$ cat config.mk
export PLATFORM = sky130hd
export DESIGN_NAME = decode_pipe
export DESIGN_NICKNAME = d
export VERILOG_FILES = /design/src/rtl/decode_pipe.sv
export SDC_FILE = /design/constraint.sdc
export NUM_CORES = 2
export LEC_CHECK = 0
export CORE_MARGIN = 2
export CORE_UTILIZATION = 30
export CTS_CLUSTER_SIZE = 16
export DETAILED_ROUTE_END_ITERATION = 8
export HOLD_SLACK_MARGIN = 0.08
export SYNTH_ARGS = -nofsm -noshare
export SYNTH_HDL_FRONTEND = slang
export SYNTH_SLANG_ARGS = --single-unit
$ cat constraint.sdc
create_clock -name clk -period 2.4 [get_ports clk]
set_input_delay 0.72 -clock clk [delete_from_list [all_inputs] [get_ports clk]]
set_output_delay 0.72 -clock clk [all_outputs]
set_load 0.05 [all_outputs]
$ cat src/rtl/decode_pipe.sv
// Single-stage instruction decode with register file read, write-first bypass and registered output bundle.
// Define DECODE_SCOREBOARD_EN to enable per-register busy tracking and hazard stalls.
module decode_pipe #(
    parameter  int XLEN        = 64,
    parameter  int NUM_REGS    = 32,
    parameter  int INSTR_WIDTH = 32,
    localparam int RW          = $clog2(NUM_REGS)
) (
    input  logic                   clk,
    input  logic                   reset,
    input  logic                   in_valid,
    output logic                   in_ready,
    input  logic [INSTR_WIDTH-1:0] in_instr,
    input  logic [63:0]            in_pc,
    output logic                   out_valid,
    input  logic                   out_ready,
    output logic [63:0]            out_pc,
    output logic [XLEN-1:0]        out_val_a,
    output logic [XLEN-1:0]        out_val_b,
    output logic [XLEN-1:0]        out_imm,
    output logic [RW-1:0]          out_dest,
    output logic [6:0]             out_opcode,
    output logic [2:0]             out_funct3,
    output logic [6:0]             out_funct7,
    output logic                   out_illegal,
    input  logic                   wb_en,
    input  logic [RW-1:0]          wb_rd,
    input  logic [XLEN-1:0]        wb_data,
    input  logic                   flush
);

    localparam logic [6:0] OPC_LOAD   = 7'b0000011;
    localparam logic [6:0] OPC_OPIMM  = 7'b0010011;
    localparam logic [6:0] OPC_AUIPC  = 7'b0010111;
    localparam logic [6:0] OPC_OPIMM32 = 7'b0011011;
    localparam logic [6:0] OPC_STORE  = 7'b0100011;
    localparam logic [6:0] OPC_OP     = 7'b0110011;
    localparam logic [6:0] OPC_LUI    = 7'b0110111;
    localparam logic [6:0] OPC_OP32   = 7'b0111011;
    localparam logic [6:0] OPC_BRANCH = 7'b1100011;
    localparam logic [6:0] OPC_JALR   = 7'b1100111;
    localparam logic [6:0] OPC_JAL    = 7'b1101111;
    localparam logic [6:0] OPC_SYSTEM = 7'b1110011;

    typedef enum logic [2:0] {FMT_I, FMT_S, FMT_B, FMT_U, FMT_J, FMT_R, FMT_BAD} fmt_t;

    logic [XLEN-1:0] regs [NUM_REGS];
    logic [6:0]      opcode, funct7;
    logic [2:0]      funct3;
    logic [RW-1:0]   rs1, rs2, rd, dest;
    fmt_t            fmt;
    logic            use_rs1, use_rs2, has_dest;
    logic [31:0]     imm32;
    logic [XLEN-1:0] imm, val_a, val_b;
    logic            hazard, accept;

    assign opcode = in_instr[6:0];
    assign funct3 = in_instr[14:12];
    assign funct7 = in_instr[31:25];
    assign rd     = RW'(in_instr[11:7]);
    assign rs1    = RW'(in_instr[19:15]);
    assign rs2    = RW'(in_instr[24:20]);

    always_comb begin
        fmt      = FMT_BAD;
        use_rs1  = 1'b0;
        use_rs2  = 1'b0;
        has_dest = 1'b0;
        case (opcode)
            OPC_OPIMM, OPC_LOAD, OPC_JALR, OPC_OPIMM32, OPC_SYSTEM: begin
                fmt = FMT_I; use_rs1 = 1'b1; has_dest = 1'b1;
            end
            OPC_STORE:  begin fmt = FMT_S; use_rs1 = 1'b1; use_rs2 = 1'b1; end
            OPC_BRANCH: begin fmt = FMT_B; use_rs1 = 1'b1; use_rs2 = 1'b1; end
            OPC_LUI, OPC_AUIPC: begin fmt = FMT_U; has_dest = 1'b1; end
            OPC_JAL:    begin fmt = FMT_J; has_dest = 1'b1; end
            OPC_OP, OPC_OP32: begin
                fmt = FMT_R; use_rs1 = 1'b1; use_rs2 = 1'b1; has_dest = 1'b1;
            end
            default: fmt = FMT_BAD;
        endcase
    end

    always_comb begin
        imm32 = '0;
        case (fmt)
            FMT_I: imm32 = {{20{in_instr[31]}}, in_instr[31:20]};
            FMT_S: imm32 = {{20{in_instr[31]}}, in_instr[31:25], in_instr[11:7]};
            FMT_B: imm32 = {{19{in_instr[31]}}, in_instr[31], in_instr[7], in_instr[30:25],
                            in_instr[11:8], 1'b0};
            FMT_U: imm32 = {in_instr[31:12], 12'b0};
            FMT_J: imm32 = {{11{in_instr[31]}}, in_instr[31], in_instr[19:12], in_instr[20],
                            in_instr[30:21], 1'b0};
            default: imm32 = '0;
        endcase
    end

    assign imm  = {{(XLEN-32){imm32[31]}}, imm32};
    assign dest = has_dest ? rd : '0;

    // Write-first: a same-cycle write-back to a source register wins over the stored value.
    always_comb begin
        val_a = '0;
        val_b = '0;
        if (use_rs1 && rs1 != '0)
            val_a = (wb_en && wb_rd == rs1) ? wb_data : regs[rs1];
        if (use_rs2 && rs2 != '0)
            val_b = (wb_en && wb_rd == rs2) ? wb_data : regs[rs2];
    end

    always_ff @(posedge clk or negedge reset) begin
        if (!reset) begin
            for (int unsigned i = 0; i < NUM_REGS; i++)
                regs[i] <= '0;
        end else if (wb_en && wb_rd != '0) begin
            regs[wb_rd] <= wb_data;
        end
    end

`ifdef DECODE_SCOREBOARD_EN
    logic [NUM_REGS-1:0] busy;

    // Set is issued after clear so a same-register set/clear leaves the bit set.
    always_ff @(posedge clk or negedge reset) begin
        if (!reset) begin
            busy <= '0;
        end else if (flush) begin
            busy <= '0;
        end else begin
            if (wb_en)
                busy[wb_rd] <= 1'b0;
            if (accept && dest != '0)
                busy[dest] <= 1'b1;
        end
    end

    always_comb begin
        hazard = 1'b0;
        if (use_rs1 && rs1 != '0 && busy[rs1] && !(wb_en && wb_rd == rs1))
            hazard = 1'b1;
        if (use_rs2 && rs2 != '0 && busy[rs2] && !(wb_en && wb_rd == rs2))
            hazard = 1'b1;
        if (dest != '0 && busy[dest] && !(wb_en && wb_rd == dest))
            hazard = 1'b1;
    end
`else
    assign hazard = 1'b0;
`endif

    assign in_ready = reset & (~out_valid | out_ready) & ~hazard & ~flush;
    assign accept   = in_valid & in_ready;

    always_ff @(posedge clk or negedge reset) begin
        if (!reset) begin
            out_valid   <= 1'b0;
            out_pc      <= '0;
            out_val_a   <= '0;
            out_val_b   <= '0;
            out_imm     <= '0;
            out_dest    <= '0;
            out_opcode  <= '0;
            out_funct3  <= '0;
            out_funct7  <= '0;
            out_illegal <= 1'b0;
        end else if (accept) begin
            out_valid   <= 1'b1;
            out_pc      <= in_pc;
            out_val_a   <= val_a;
            out_val_b   <= val_b;
            out_imm     <= imm;
            out_dest    <= dest;
            out_opcode  <= opcode;
            out_funct3  <= funct3;
            out_funct7  <= funct7;
            out_illegal <= (fmt == FMT_BAD);
        end else if (flush || out_ready) begin
            out_valid <= 1'b0;
        end
    end

endmodule

## Word level (Yosys, flattened, before mapping)

Cells that the tools add are included.

| storage, ports and cells | value |
|---|---|
| logic and storage cells | 113 |
| flip-flop bits (word level) | 2,296 |
| output and inout port bits | 281 |
| bits of input ports | 171 |

| cells by class | value |
|---|---|
| reduce and logical (&&, ||, !) cells | 18 |
| bitwise gates (word level) | 9 |
| order comparisons | 4 |
| eq/ne operators | 19 |
| multiplexer cells | 21 |

Operators by type and width:

| operator | count |
|---|---|
| $bwmux 2048 | 1 |
| $bmux 64 s5 | 2 |
| $mux 64 | 9 |
| $demux 64 s5 | 1 |
| $pmux 32 s5 | 1 |
| $eq 7x6->1 const B | 4 |
| $eq 7x7->1 const B | 4 |
| $eq 7x5->1 const B | 3 |
| $ge 6x6->1 const B | 3 |
| $not 5->6 | 3 |
| $pmux 3 s6 | 1 |
| $reduce_bool 5->1 | 3 |
| $eq 5x5->1 | 2 |
| $reduce_or 10->1 | 1 |
| $reduce_or 9->1 | 1 |
| $eq 7x2->1 const B | 1 |
| $eq 3x2->1 const B | 2 |
| $eq 3x3->1 const B | 2 |
| $logic_and 1x1->1 | 6 |
| $lt 6x1->1 const B | 1 |
| $mux 1 | 5 |
| $mux 5 | 1 |
| $reduce_or 5->1 | 1 |
| $reduce_or 2->1 | 2 |
| other kinds (8) | 11 |

## Longest topological paths before layout

| depth | value |
|---|---|
| depth after elaboration | 6 |
| depth in mapped cells | 9 |
| depth with buffers taken out | 6 |

## Least setup slack after synthesis

No wires, ideal clock.

| timing path | value |
|---|---|
| path kind | input to register |
| start | input in_instr[20] |
| end | register out_val_b[11] |
| cell stages on the path | 9 |
| data arrival time | 2,434 ps |
| slack | -163 ps |
| data required time | 2,271 ps |
| cell sequence | buf_4 > buf_2 > buf_2 > buf_4 > mux4_2 > o22ai_1 > nor2_1 > o311ai_0 > nand2_1 |

| between the ends | value |
|---|---|
| longest elaborated chain between the ends | 6 |
| elaborated cells between the ends (all ways) | 10 |
| classes of those cells | eq/ne (1); mux (5); bitwise (1); reduce/logical (3) |

Ends and longest elaborated chain:

| what | line | text |
|---|---|---|
| from (decl) | 13 | `input logic [INSTR_WIDTH-1:0] in_instr,` |
| $not 5->6 (implied by the code) | 108 | `val_b = (wb_en && wb_rd == rs2) ? wb_data : regs[rs2];` |
| $bmux 64 s5 | 108 |  |
| $mux 64 (implied by the code) (2 in a row) | 108 |  |
| $mux 64 | 108 |  |
| $mux 64 (*) | 107 | `if (use_rs2 && rs2 != '0)` |
| to (signal assigned) | 169 | `out_val_b <= val_b;` |
| to (decl) | 19 | `output logic [XLEN-1:0] out_val_b,` |

Every way passes the cells marked *; elsewhere a longest branch is shown, timed or not. The select of a mux whose other input is x is not followed.
A chain may end at the register's enable or synchronous reset.

## Final worst setup path

| timing path | value |
|---|---|
| start | register, netlist name out_imm[31] |
| end | output out_imm[45] |

RTL lines:

| what | line | text |
|---|---|---|
| to (decl) | 20 | `output logic [XLEN-1:0] out_imm,` |

No word-level cell between the ends.

==> summary.txt <==
Outcome
  • Status: complete, but fails checks
  • Violated checks: negative setup slack

Placed design
  • Placed cell area: 0.135 mm²
  • Routability-driven placement congestion ratio: 0.863
  • HPWL after detailed placement: 297,000 µm
  • Pre-CTS setup slack: -1.32 ns
  • Port buffer count: 451

Floorplan
  • Rows: 229
  • Die X: 628 µm
  • CORE AREA: 0.389 mm²
  • Die ar.: 0.395 mm²
  • Initial core utilization: 30.1%
  • Ports: 452
  • Die Height: 628 µm

Global route
  • First-pass GRT wire length: 636,000 µm
  • GRT Overall Usage: 22.0%
  • Grt total ovfl: 0
  • Vias in the first global route: 84,400
  • Largest net degree at the start of global routing: 176
  • Initial antenna violation count: 22

Route
  • Routed Antenna Nets: 0
  • Vias per inst: 5.73
  • Detailed Route Iter0 Violations: 7,701
  • # DRC: 0
  • Avg WL per Cell: 32.0 µm
  • Via count: 80,200
  • Final wirelength: 448,000 µm
  • DRT Pass-1 Iters: 5

Yosys
  • Synth top area cells: dfrtp_1 49%, mux2_2 19%, mux4_2 18%
  • Synth warn: 0
  • Post-synth ARST share: 100%
  • Syn Nets: 7,997
  • Sequential area share after synthesis: 49.1%
  • Count leader, synth: dfrtp_1
  • Post-Syn Area: 0.117 mm²
  • Ys flop type: dfrtp_1
  • Post-Synthesis Cells: 7,826
  • Unique masters post-synth: 57
  • Post-synth top cells: 2,296 x dfrtp_1, 2,007 x mux2_2, 946 x mux4_2
  • Cell taking the most area after synthesis: dfrtp_1
  • EDFF count, synth: 0
  • Post-synth top area share: 49.1%
  • Seq cells post-synth: 2,296
  • Syn avg cell area: 14.9 µm²

Timing
  • Fmax: 0.391 GHz
  • Final Cycle Share: 107%
  • Fin. max-slew vios: 0
  • Setup ws final: -0.157 ns
  • RSZ-0062 raised after global routing: yes
  • Slew @ Worst Pin: 1.09 ns
  • Final Critical Period: 2.56 ns
  • Clock Skew: 0.0541 ns
  • Endpoints failing hold: 0
  • Relative slew slack: 27.1%
  • Final setup vio count: 106

Power and ir drop
  • Reg power frac: 43.8%
  • Combinational share of power: 20.3%
  • Clock power frac: 35.8%
  • Peak VDD IR: 0.511 mV
  • P_sw: 33.0 mW
  • Leak pwr: 63.4 nW
  • PwrDens: 792 mW/mm²
  • Net Sw Frac: 28.4%
  • Internal power: 83.0 mW

Final layout
  • Filler cell count: 36,200
  • Area Overhead vs Synth: 25.2%
  • Post-route cell area: 0.146 mm²
  • Final Core Density: 37.7%
  • Nets: 8,775
  • Layout cells sized above 1: 55.7%

Setup path
  • CP max-delay cell: dfrtp_2
  • Critical path origin: out_imm[31]
  • Startpoint Class: register
  • RR Startpoint: out_valid
  • Critical Path RT: 1.68 ns
  • Crit path DAT: 1.84 ns
  • Max incr delay on CP: 0.46 ns
  • Top delay family on crit path: flip-flops
  • Critical-path cell list: buf_12, buf_12
  • Top cell by count, worst path: buf_12
  • Worst path buffer plus inverter count: 2
  • Internal reg-to-reg setup slack: -0.11 ns
  • WS Path Type: reg -> out
  • Worst Setup End Kind: output port
  • CP max FO: 17

Clock network
  • Clock slew seen by the registers of the worst setup and hold paths: 0.06 ns
  • TritonCTS clock tree: done
  • CTS Root Cell: clkbuf_16
  • Clk_lat worst skew: 0.93 ns
  • CTS Sinks: 2,296
  • Deepest clock path buffer count: 4
  • # H-tree levels: 5
  • Num CTS Buffers: 268

Min path
  • Hold path startpoint: in_pc[1]
  • Worst min path class: in -> reg

Run
  • Max-cap violation count: 0
-- metrics by stage --
step	total power, mW	hold slack (ns)	std cells	setup TNS (ns)
final	116	0.337	14000	-8.34
after global routing	120	0.312	14000	-14.83
after CTS	116	0.283	14000	-8.02
after detailed placement	74.7	0.383	13500	-1871.49
after global placement	73.3	0.377	13500	-1831.53
after floorplan	66.0	0.424	7826	-0.828
-- what timing repair did --
| action | CTS | global route |
|---|---|---|
| pin swaps | 37 | 74 |
| cloned | 5 | 8 |
| endpoints found under the hold margin | 68 | 0 |
| hold buffers | 2 | 0 |
| setup endpoints to repair | 686 | 158 |
| gates resized for setup | 682 | 196 |
| setup buffers | 19 | 31 |
-- placed cells by master, fill, tap and decap left out, drive strengths merged, types with 8 or more instances in the layout --
cell type / n
a22oi: 91
nand3: 11
clkinvlp: 8
a21oi: 52
inv: 23
a221o: 72
nor4: 63
o221ai: 44
a211oi: 23
o31ai: 23
mux4: 946
bufinv: 12
xor2: 8
dfrtp: 2296
nor3: 27
a221oi: 21
o311ai: 20
clkdlybuf4s50: 155
clkbuf: 402
mux2: 2007
or3: 24
nand2: 371
clkinv: 39
o22ai: 243
o21ai: 43
mux2i: 317
nor2: 53
a22o: 93
buf: 1252
-- per-layer routing --
layer	up-vias	share of wire (%)	track usage [%]
li1	31800	-	-
met1	43700	40	28.3
met2	3703	47	35.6
met3	960	7.6	4.60
met4	10	5.3	10.0
met5	-	0.015	0
-- power groups by stage --
stage	Combinational (mW)	Sequential [mW]	Clock, mW
2_1_floorplan	15.6	50.5	0
3_3_place_gp	22.9	50.5	0
3_5_place_dp	23.5	51.3	0
4_1_cts	23.5	50.6	42.2
5_1_grt	25.0	51.6	43.9
6_report	23.6	50.9	41.6
-- flip-flops by register name, indices dropped and copies added, names as in the netlist --
name / flops
out_dest: 5
out_opcode: 7
regs: 2048
out_val_b: 64
out_valid: 1
out_imm: 32
out_val_a: 64
out_funct7: 7
out_funct3: 3
out_pc: 64
out_illegal: 1
-- cells by family (layout without fill, tap and decap cells) --
group | after synthesis | in the layout | share of synthesized area, %
mux | 3270 | 3270 | 40.2
flops | 2296 | 2296 | 49.1
buf+inv | 919 | 1899 | 3.64
compound gates | 741 | 741 | 4.64
simple gates | 590 | 590 | 2.27
xor+xnor | 10 | 10 | 0.0749
other cells | 0 | 4 | 0
-- path summary, 6_finish.rpt --
kind                            depth (start not counted)      endpoint
worst max-delay path                                    2   out_imm[45]
worst min-delay path                                    3     out_pc[1]
worst max register to register                         11  out_val_b[5]
worst min register to register                          0    regs[1999]
max in group asynchronous                               5     regs[475]
min in group asynchronous                               3     out_valid
-- cell type report --
| type | count | area, µm² | area share [%] |
|---|---|---|---|
| Antenna cell | 4 | 10.0 | 0.00684 |
| Clock buffer | 394 | 7820 | 5.34 |
| Clock inverter | 78 | 946 | 0.646 |
| Inverter | 4 | 15.0 | 0.0103 |
| Multi-Input combinational cell | 4611 | 56800 | 38.8 |
| Sequential cell | 2296 | 57600 | 39.3 |
| Tap cell | 5197 | 6500 | 4.44 |
| Timing Repair Buffer | 1423 | 16700 | 11.4 |
-- tightest hold or removal path, stage by stage --
cell	delay [ns]
clkdlybuf4s50_1	0.40
nand2_1	0.05
nand2_1	0.04
No activity file was read; power rests on OpenSTA's default activity.
